[src/rtl/seq_chk_sat_cnt.sv]
// Saturating up-counter with synchronous clear and async active-low reset.
// Holds at all-ones once reached; clear has priority over increment.
module seq_chk_sat_cnt #(
  parameter int W = 8
) (
  input  logic         clk,
  input  logic         rstn,
  input  logic         clr,
  input  logic         inc,
  output logic [W-1:0] cnt
);

  logic [W-1:0] cnt_q;
  logic [W-1:0] cnt_d;

  // Next count: clear, saturating increment, or hold
  always_comb begin
    cnt_d = cnt_q;
    if (clr) begin
      cnt_d = '0;
    end else if (inc && (cnt_q != {W{1'b1}})) begin
      cnt_d = cnt_q + 1'b1;
    end
  end

  // Count register
  always_ff @(posedge clk or negedge rstn) begin
    if (!rstn) begin
      cnt_q <= '0;
    end else begin
      cnt_q <= cnt_d;
    end
  end

  assign cnt = cnt_q;

endmodule

[config.mk]
export PLATFORM = sky130hd
export DESIGN_NAME = seq_chk_sat_cnt
export DESIGN_NICKNAME = d
export VERILOG_FILES = /design/src/rtl/seq_chk_sat_cnt.sv
export SDC_FILE = /design/constraint.sdc
export NUM_CORES = 1
export LEC_CHECK = 0
export BUFFER_PORTS_ARGS = -buffer_cell sky130_fd_sc_hd__buf_4
export CAP_MARGIN = 20
export CORE_AREA = 2 2 39 41
export DETAILED_ROUTE_END_ITERATION = 16
export DIE_AREA = 0 0 41 43
export SLEW_MARGIN = 20
export SYNTH_ARGS = -nofsm -noshare
export SYNTH_HDL_FRONTEND = slang
export SYNTH_SLANG_ARGS = --single-unit
[constraint.sdc]
create_clock -name clk -period 2.2 [get_ports clk]
set_input_delay 0.44 -clock clk [delete_from_list [all_inputs] [get_ports clk]]
set_output_delay 0.44 -clock clk [all_outputs]
set_load 0.02 [all_outputs]
==> results of run 1 <==
cell type report:
cell class / instances / area, sq um
sequential: 8 / 200
inverter: 2 / 7.51
timing repair buffer: 12 / 92.6
fill: 134 / 793
clock buffer: 3 / 22.5
tap: 16 / 20.0
multi-input combinational: 37 / 248
cells in the final DEF, fill, tap and decap left out, drive strengths merged:
| master | count |
|---|---|
| mux2 | 2 |
| nand4 | 1 |
| nand2b | 3 |
| a41oi | 1 |
| dlygate4sd3 | 1 |
| nor4 | 1 |
| or3 | 1 |
| o21ai | 1 |
| a211oi | 1 |
| a2111oi | 1 |
| nor3 | 4 |
| dfrtp | 8 |
| nand2 | 2 |
| buf | 11 |
| nor3b | 1 |
| nor2b | 3 |
| inv | 2 |
| and3 | 1 |
| and4 | 2 |
| clkbuf | 3 |
| mux2i | 1 |
| a31oi | 1 |
| nand3 | 3 |
| a21boi | 1 |
| nor2 | 2 |
| ha | 1 |
| a21oi | 3 |
power by group through the flow:
stage | Combinational (W) | Clock (W) | Sequential, W
detailed placement | 0.0000340 | 0 | 0.000158
finish | 0.0000347 | 0.000110 | 0.000156
floorplan | 0.0000150 | 0 | 0.000162
global route | 0.0000403 | 0.000131 | 0.000156
CTS | 0.0000354 | 0.000119 | 0.000156
global placement | 0.0000347 | 0 | 0.000158
final timing paths:
path,startpoint,to,slack [ps],depth (start not counted)
worst min-delay path,clr,cnt[7],430,2
worst min register to register,cnt[7],cnt[7],600,2
min in group asynchronous,rstn,cnt[7],540,2
max in group asynchronous,rstn,cnt[0],1520,2
worst max-delay path,cnt[0],cnt[0],500,4
worst max register to register,cnt[0],cnt[0],500,4
cells by family after synthesis:
| kind of cell | after synthesis | share of synthesized area (%) |
|---|---|---|
| muxes | 3 | 7.01 |
| DFF | 8 | 43.1 |
| buffers and inverters | 4 | 3.50 |
| AOI/OAI and AO/OA | 9 | 12.7 |
| adders and majority gates | 1 | 2.69 |
| and+or+nand+nor | 24 | 31.0 |
stage by stage:
stage | instance area (sq um) | total power (W) | utilization (%) | setup WS (ps)
floorplan | 464 | 0.000177 | - | 509
global placement | 558 | 0.000193 | 40.3 | 540
detailed placement | 558 | 0.000192 | 40.3 | 506
CTS | 591 | 0.000310 | 42.7 | 495
global route | 591 | 0.000327 | 42.7 | 402
finish | 591 | 0.000301 | 42.7 | 503
per-layer routing:
layer / vias to the layer above / wire [um] / GRT usage [%] / part of all wire [%]
li1: 209 / - / - / -
met1: 196 / 438 / 18.3 / 46
met2: 12 / 460 / 19.1 / 48
met3: 0 / 61 / 7.85 / 6.3
met4: 0 / 0 / 6.00 / 0
met5: - / 0 / 0 / 0
==> impl_results.md, run 1 <==
- CP Capture Type: register
- IO buf count: 11
- Final setup vio count: 0
- Die Wd: 41 um
- GP Congestion: 0.773
- CP startpoint kind: register
- First-pass GRT wire length: about 1.6 mm
- Clk_lat worst skew: 250 ps
- Max Buffers Root-to-Sink: 2
- Slew Limit Fails: 0
- Syn avg cell area: 9.47 sq um
- CTS Hold Bufs: 1
- Synth warn: 0
- Max reg flops: 8
- I/O pins: 12
- Area of the core: 1380 sq um
- Clock Power Share: approximately 37%
- Synth async-reset ratio: 100%
- Slew @ Worst Pin: 423 ps
- Cell Area, Synth: 464 sq um
- Synth Register Bits: 8
- Hpwl dp: 696 um
- DIE AREA: 1760 sq um
- Crit-path cells: ha_1 > and4_2 > a21boi_1 > mux2_2
- Internal: 0.000229 W
- Fin crit share: between 70 and 80%
- Switching Share: between 20% and 30%
- Num rows: 14
- Top cell type's share of synthesized area: 43.1%
- Inst Count DP: 74
- Post-Syn Nets: 54
- Largest net degree at the start of global routing: 12
- Antenna violations before repair: 0
- Crit path kind: reg2reg
- Sequential share of power: 51.9%
- Post-route DRC: 0
- Number of buffers created by CTS: 3
- Nets: 69
- P_sw: 0.0000714 W
- Share of layout cells above drive strength 1: 29.0%
- Yosys cell types: 28
- Vias in the first global route: 380
- Non-Filler Instances: 78
- Top post-synthesis cells by area: dfrtp_1 (43%), mux2_2 (4.9%), nor3_1 (4.3%), nand2b_1 (4.0%), nor2b_1 (4.0%)
- Power Density: about 510 nW/um^2
- Tot GR Track Use: 14.2%
- FMAX: 589 MHz
- Total gr overflow: 0
- Worst VDD drop: 0.000282 V
- WL per Instance: 12.3 um
- Leakage: approximately 0.26 nW
- Yosys top cell by area: dfrtp_1
- Combinational share of power: 11.5%
- Antenna viol nets, final: 0
- Hold Path Class: in2reg
- Max-slew headroom: between 70% and 80%
- WP data arrival: between 1500 and 2000 ps
- Starting density of the core: 33.5%
- CP max-delay cell: dfrtp_1
- Seq/Total Area, Yosys: 43.1%
- P&R area growth vs syn: 27.2%
- Final WL: 961 um
- Final setup TNS: 0 ps
- MaxCap Viol Count: 0
- Synth top cells by count: dfrtp_1 (8), nor3_1 (4), a21oi_1 (3), nand2b_1 (3), nor2b_1 (3)
- Clk_skew: 6.34 ps
- CP Buf/Inv Count: 0
- DRT Pass-1 Iters: 4
- CP max FO: 7
- Syn Inst Count: 49
- Reg clk slew, reported paths: about 50 ps
- Iteration-0 DRC Markers: 3
- CTS tree: done
- CP required: about 2300 ps
- Hold_ws: around 430 ps
- CP delay by family, top: flip-flops
- Clock period minus final worst setup slack: 1700 ps
- Number of synthesized flops with an enable pin: 0
- Root Driver: clkbuf_4
- Die height: 43 um
- Crit-path max cell delay: about 420 ps
- Primary FF master, synth: dfrtp_1
- DR vias/cell: between 5 and 6
- Final hold vios: 0
- Ant. Diodes: 0
- CTS H-tree lvls: 1
- Count leader, synth: dfrtp_1
- CTS resizes: 0
- Status: finished, final reports clean
- Post-CTS Repair Setup Buffers: 0
- Unrepaired setup endpoints after global routing: false
- Clock sinks: 8
- Via Count: 417
No activity file was read; power rests on OpenSTA's default activity.
==> run 2, diff against run 1 <==
==> constraint.sdc (replaced) <==
create_clock -name clk -period 1.68 [get_ports clk]
set_input_delay 0.336 -clock clk [delete_from_list [all_inputs] [get_ports clk]]
set_output_delay 0.336 -clock clk [all_outputs]
set_load 0.02 [all_outputs]
==> run 2 against run 1 <==
Clock skew is 6.0 ps lower; die area stayed put; global-route usage is 0.32 points lower; first-iteration DRC count grew to 4.3 times the previous value; wire length is 3.6% higher; largest cell class unchanged; largest power group unchanged; highest routed layer unchanged.
==> impl_results.md, run 2 (synthesized netlist as in run 1, its figures left out) <==
- Layout Utilization: 43.9%
- Antenna violations before repair: 0
- Unrepaired setup endpoints after global routing: false
- Number of buffers created by CTS: 3
- Via Count: 415
- Worst slack, placed: 126 ps
- Switching Share: 24.6%
- Hold Path Class: in2reg
- Antenna viol nets, final: 0
- Reg2Reg Setup Slack: around 120 ps
- FF-to-FF End: cnt[0]
- Final hold vios: 0
- DR vias/cell: 5.19
- Status: finished, final reports clean
- Hpwl dp: 734 um
- DIE AREA: 1760 sq um
- Commonest cells after routing, fill and taps aside: buf_4 (13), dfrtp_1 (8), nor3_1 (4)
- DRT Pass-1 Iters: 4
- CTS resizes: 0
- Fin crit share: 93.0%
- WP data arrival: roughly 1700 ps
- Max-slew headroom: 73.0%
- Reg clk slew, reported paths: 60 ps
- Max reg flops: 8
- Crit-path max cell delay: 420 ps
- FILL cells: 141
- CP startpoint kind: register
- Combinational share of power: between 10% and 20%
- Slew Limit Fails: 0
- Tot GR Track Use: 13.9%
- Clock Power Share: 36.9%
- Largest net degree at the start of global routing: 12
- Final setup vio count: 0
- Clock sinks: 8
- Ant. Diodes: 0
- Share of layout cells above drive strength 1: around 33%
- Vias in the first global route: 377
- Area of the core: 1380 sq um
- CP required: 1820 ps
- Post-CTS Repair Setup Buffers: 0
- CP max-delay cell: dfrtp_1
- P_sw: 0.0000992 W
- First-pass GRT wire length: 1.64 mm
- CTS Hold Bufs: 1
- I/O pins: 12
- Root Driver: clkbuf_4
- Die height: 43 um
- GP Congestion: 0.700
- Non-Filler Instances: 80
- CP max FO: 5
- Die Wd: just over 40 um
- Most common cell after layout, fill and taps aside: buf_4
- Leakage: 0.269 nW
- P&R area growth vs syn: 31.0%
- Sequential share of power: 50.1%
- WL per Instance: between 10 and 15 um
- CP startpoint: cnt[1]
- IO buf count: 11
- MaxCap Viol Count: 0
- Crit-path cells: ha_2 > and4_2 > a21boi_1 > mux2_2
- CTS tree: done
- CP Capture Type: register
- Critical path destination: cnt[0]
- Clk_skew: 0.334 ps
- Inst Count DP: 76
- R2R cell count: 4
- Total gr overflow: 0
- Starting density of the core: roughly a third
- Crit path kind: reg2reg
- Final worst slack: 117 ps
- Final setup TNS: 0 ps
- FMAX: about 640 MHz
- Num rows: 14
- Nets: 71
- Clock period minus final worst setup slack: 1560 ps
- Iteration-0 DRC Markers: 13
- Slew @ Worst Pin: 395 ps
- Power Density: 663 nW/um^2
- Worst R2R Start: cnt[1]
- Final WL: approximately 1000 um
- Worst VDD drop: 0.000386 V
- Post-route DRC: 0
- Max Buffers Root-to-Sink: 2
- Internal: 0.000304 W
- Clk_lat worst skew: 250 ps
- CTS H-tree lvls: 1
run 2: changes by cell type in the layout (fill, tap and decap cells not counted):
cell   change
ha_1       -1
ha_2       +1
buf_4      +2
run 2: critical path, delay by kind of cell, from the launching register on:
family | cells | cell delay (ps)
AO/OA/AOI/OAI | 1 | 220
adder cells (fa/ha/maj) | 1 | 190
flip-flops | 1 | 420
multiplexers | 1 | 360
AND/OR/NAND/NOR | 1 | 250
run 2: how the worst min path moves through the flow:
stage,end,depth (start not counted),from
finish,cnt[7],2,clr
detailed placement,cnt[4],1,rstn
floorplan,cnt[0],0,rstn
global route,cnt[7],2,clr
global placement,cnt[7],1,rstn
CTS,cnt[7],2,clr
run 2: power by group through the flow:
stage	Combinational (W)	Clock (W)	Sequential, W
2_1_floorplan	0.0000200	0	0.000213
3_3_place_gp	0.0000518	0	0.000205
3_5_place_dp	0.0000510	0	0.000205
4_1_cts	0.0000533	0.000157	0.000202
5_1_grt	0.0000584	0.000171	0.000203
6_report	0.0000522	0.000149	0.000202
run 2: final cells by class:
type,instances,area [sq um],area share (%)
Clock buffer,3,22.5,3.70
Inverter,2,7.51,1.23
Multi-Input combinational cell,37,250,41.2
Sequential cell,8,200,32.9
Tap cell,16,20.0,3.29
Timing Repair Buffer,14,108,17.7
run 2: metal layers:
metal / global-route usage [%] / wire [um] / vias to the layer above
li1: - / - / 213
met1: 20.5 / 493 / 193
met2: 17.8 / 450 / 9
met3: 4.71 / 51 / 0
met4: 6.00 / 0 / 0
met5: 0 / 0 / -
run 2: per-stage QoR:
stage | total power (W) | hold slack [ps] | area, sq um
floorplan | 0.000232 | 40.4 | 467
global placement | 0.000257 | 162 | 576
detailed placement | 0.000256 | 165 | 576
CTS | 0.000413 | 328 | 608
global route | 0.000432 | 331 | 608
finish | 0.000403 | 330 | 608
==> run 3, diff against run 2 <==
--- a/config.mk
+++ b/config.mk
@@ -10,6 +10,7 @@
 export CORE_AREA = 2 2 39 41
 export DETAILED_ROUTE_END_ITERATION = 16
 export DIE_AREA = 0 0 41 43
+export PLACE_DENSITY_LB_ADDON = 0.2
 export SLEW_MARGIN = 20
 export SYNTH_ARGS = -nofsm -noshare
 export SYNTH_HDL_FRONTEND = slang
==> run 3 against run 2 <==
Hold slack got worse by 10 ps; wire length is 4.7% higher; sequential share of layout area fell by 0.40 points; maximum frequency rose by 3.2%; non-clock buffer count increased by 1; largest power group unchanged; clock-buffer cell count unchanged; largest cell class unchanged; critical endpoint unchanged; via count up 6.5%.
==> impl_results.md, run 3 (synthesized netlist as in run 1, its figures left out) <==
- Vias in the first global route: 398
- Worst VDD drop: 0.000345 V
- Non-Filler Instances: 81
- Antenna violations before repair: 0
- I/O pins: 12
- Clk_skew: 0.877 ps
- Status: finished, final reports clean
- Post-route DRC: 0
- CP startpoint kind: register
- Num rows: 14
- Crit path kind: reg2reg
- Hpwl dp: 749 um
- Reg clk slew, reported paths: 60 ps
- Commonest cells after routing, fill and taps aside: buf_4 (14), dfrtp_1 (8), nor3_1 (4)
- Final worst slack: 166 ps
- WP data arrival: 1670 ps
- Crit-path max cell delay: 380 ps
- WL met1: 482 um
- Antenna viol nets, final: 0
- DR WL met2: 482 um
- FMAX: 660 MHz
- Unrepaired setup endpoints after global routing: false
- Power Density: 676 nW/um^2
- First-pass GRT wire length: 1.74 mm
- Slew Limit Fails: 0
- Nets: 72
- CP Capture Type: register
- Starting density of the core: 33.5%
- Share of layout cells above drive strength 1: between 30% and 40%
- Post-CTS Repair Setup Buffers: 0
- Final setup vio count: 0
- Largest net degree at the start of global routing: 12
- WL per Instance: about 13 um
- CTS resizes: 0
- Final hold vios: 0
- Via Count: 442
- Hold_sp: clr
- DR vias/cell: ~5.5
- Top sig layer: met4
- CTS H-tree lvls: 1
- P&R area growth vs syn: 32.6%
- IO buf count: 11
- CP max-delay cell: dfrtp_1
- Hold Path Class: in2reg
- FF-to-FF End: cnt[0]
- Tot GR Track Use: 15.1%
- Clock period minus final worst setup slack: around 1500 ps
- Clk_lat worst skew: 260 ps
- Hold Path End: cnt[5]
- Final setup TNS: 0 ps
- Reg2Reg Setup Slack: 170 ps
- Ant. Diodes: 0
- Max-slew headroom: 72.6%
- Total gr overflow: 0
- Worst R2R Start: cnt[0]
- Iteration-0 DRC Markers: 4
- Die height: 43 um
- Fin crit share: 90.1%
- CP required: 1830 ps
- MaxCap Viol Count: 0
- Max Buffers Root-to-Sink: 2
- Root Driver: clkbuf_4
- Inst Count DP: between 70 and 80
- Final WL: 1.04 mm
- Worst slack, placed: 157 ps
- Tot Pwr: 0.000416 W
- Die Wd: a little over 40 um
- Clock sinks: 8
- Slew @ Worst Pin: approximately 400 ps
- DRT Pass-1 Iters: 2
- DIE AREA: 1760 sq um
- FILL cells: 151
- CTS tree: done
- Leakage: 0.274 nW
- Met3 wire length: 37 um
- Most common cell after layout, fill and taps aside: buf_4
- Worst hold path depth: 2
- GP Congestion: 0.761
- CP max FO: 5
- Max reg flops: 8
- R2R cell count: 4
- Crit-path cells: ha_2 > and4_2 > a21boi_1 > mux2_2
- Number of buffers created by CTS: 3
- CTS Hold Bufs: 1
- Area of the core: 1380 sq um
[run 3: changes by cell type in the layout (fill, tap and decap cells not counted)]
cell   before  now
buf_4      13   14
[run 3: per-stage QoR]
stage	hold slack, ps	utilization [%]	instance area, sq um
after global placement	164	42.1	583
after CTS	319	44.5	616
after floorplan	40.4	-	467
final	320	44.5	616
after detailed placement	164	42.1	583
after global routing	336	44.5	616
[run 3: metal layers]
metal | vias to the layer above | track usage [%]
met4 | 0 | 12.0
met1 | 213 | 19.3
met2 | 9 | 20.9
li1 | 215 | -
met5 | - | 0
met3 | 5 | 3.14
[run 3: cell type report]
cell class,instances,area (sq um),share of cell area [%]
well taps,16,20.0,3.25
flip-flops and latches,8,200,32.5
clock buffers,3,22.5,3.66
inverters,2,7.51,1.22
multi-input cells,37,250,40.7
repair buffers,15,115,18.7
[run 3: worst max-delay path by stage]
stage / startpoint / end / slack [ps] / depth (start not counted)
2_1_floorplan: cnt[0] / cnt[0] / 40 / 4
3_3_place_gp: cnt[0] / cnt[0] / 200 / 4
3_5_place_dp: cnt[0] / cnt[0] / 160 / 4
4_1_cts: cnt[0] / cnt[0] / 150 / 4
5_1_grt: cnt[0] / cnt[0] / 90 / 4
6_report: cnt[0] / cnt[0] / 170 / 4
[run 3: report_power, final]
group          internal (W)  leakage, nW  total (W)  switching [W]
sequential         0.000197        0.110   0.000201     0.00000321
clock             0.0000824       0.0138   0.000158      0.0000754
combinational     0.0000273        0.150  0.0000578      0.0000305
[run 3: critical path: cells and delay by family (launching register included)]
| family | cells | cell delay (ps) |
|---|---|---|
| DFF | 1 | 380 |
| and+or+nand+nor | 1 | 250 |
| adders and majority gates | 1 | 190 |
| muxes | 1 | 360 |
| AOI/OAI and AO/OA | 1 | 220 |
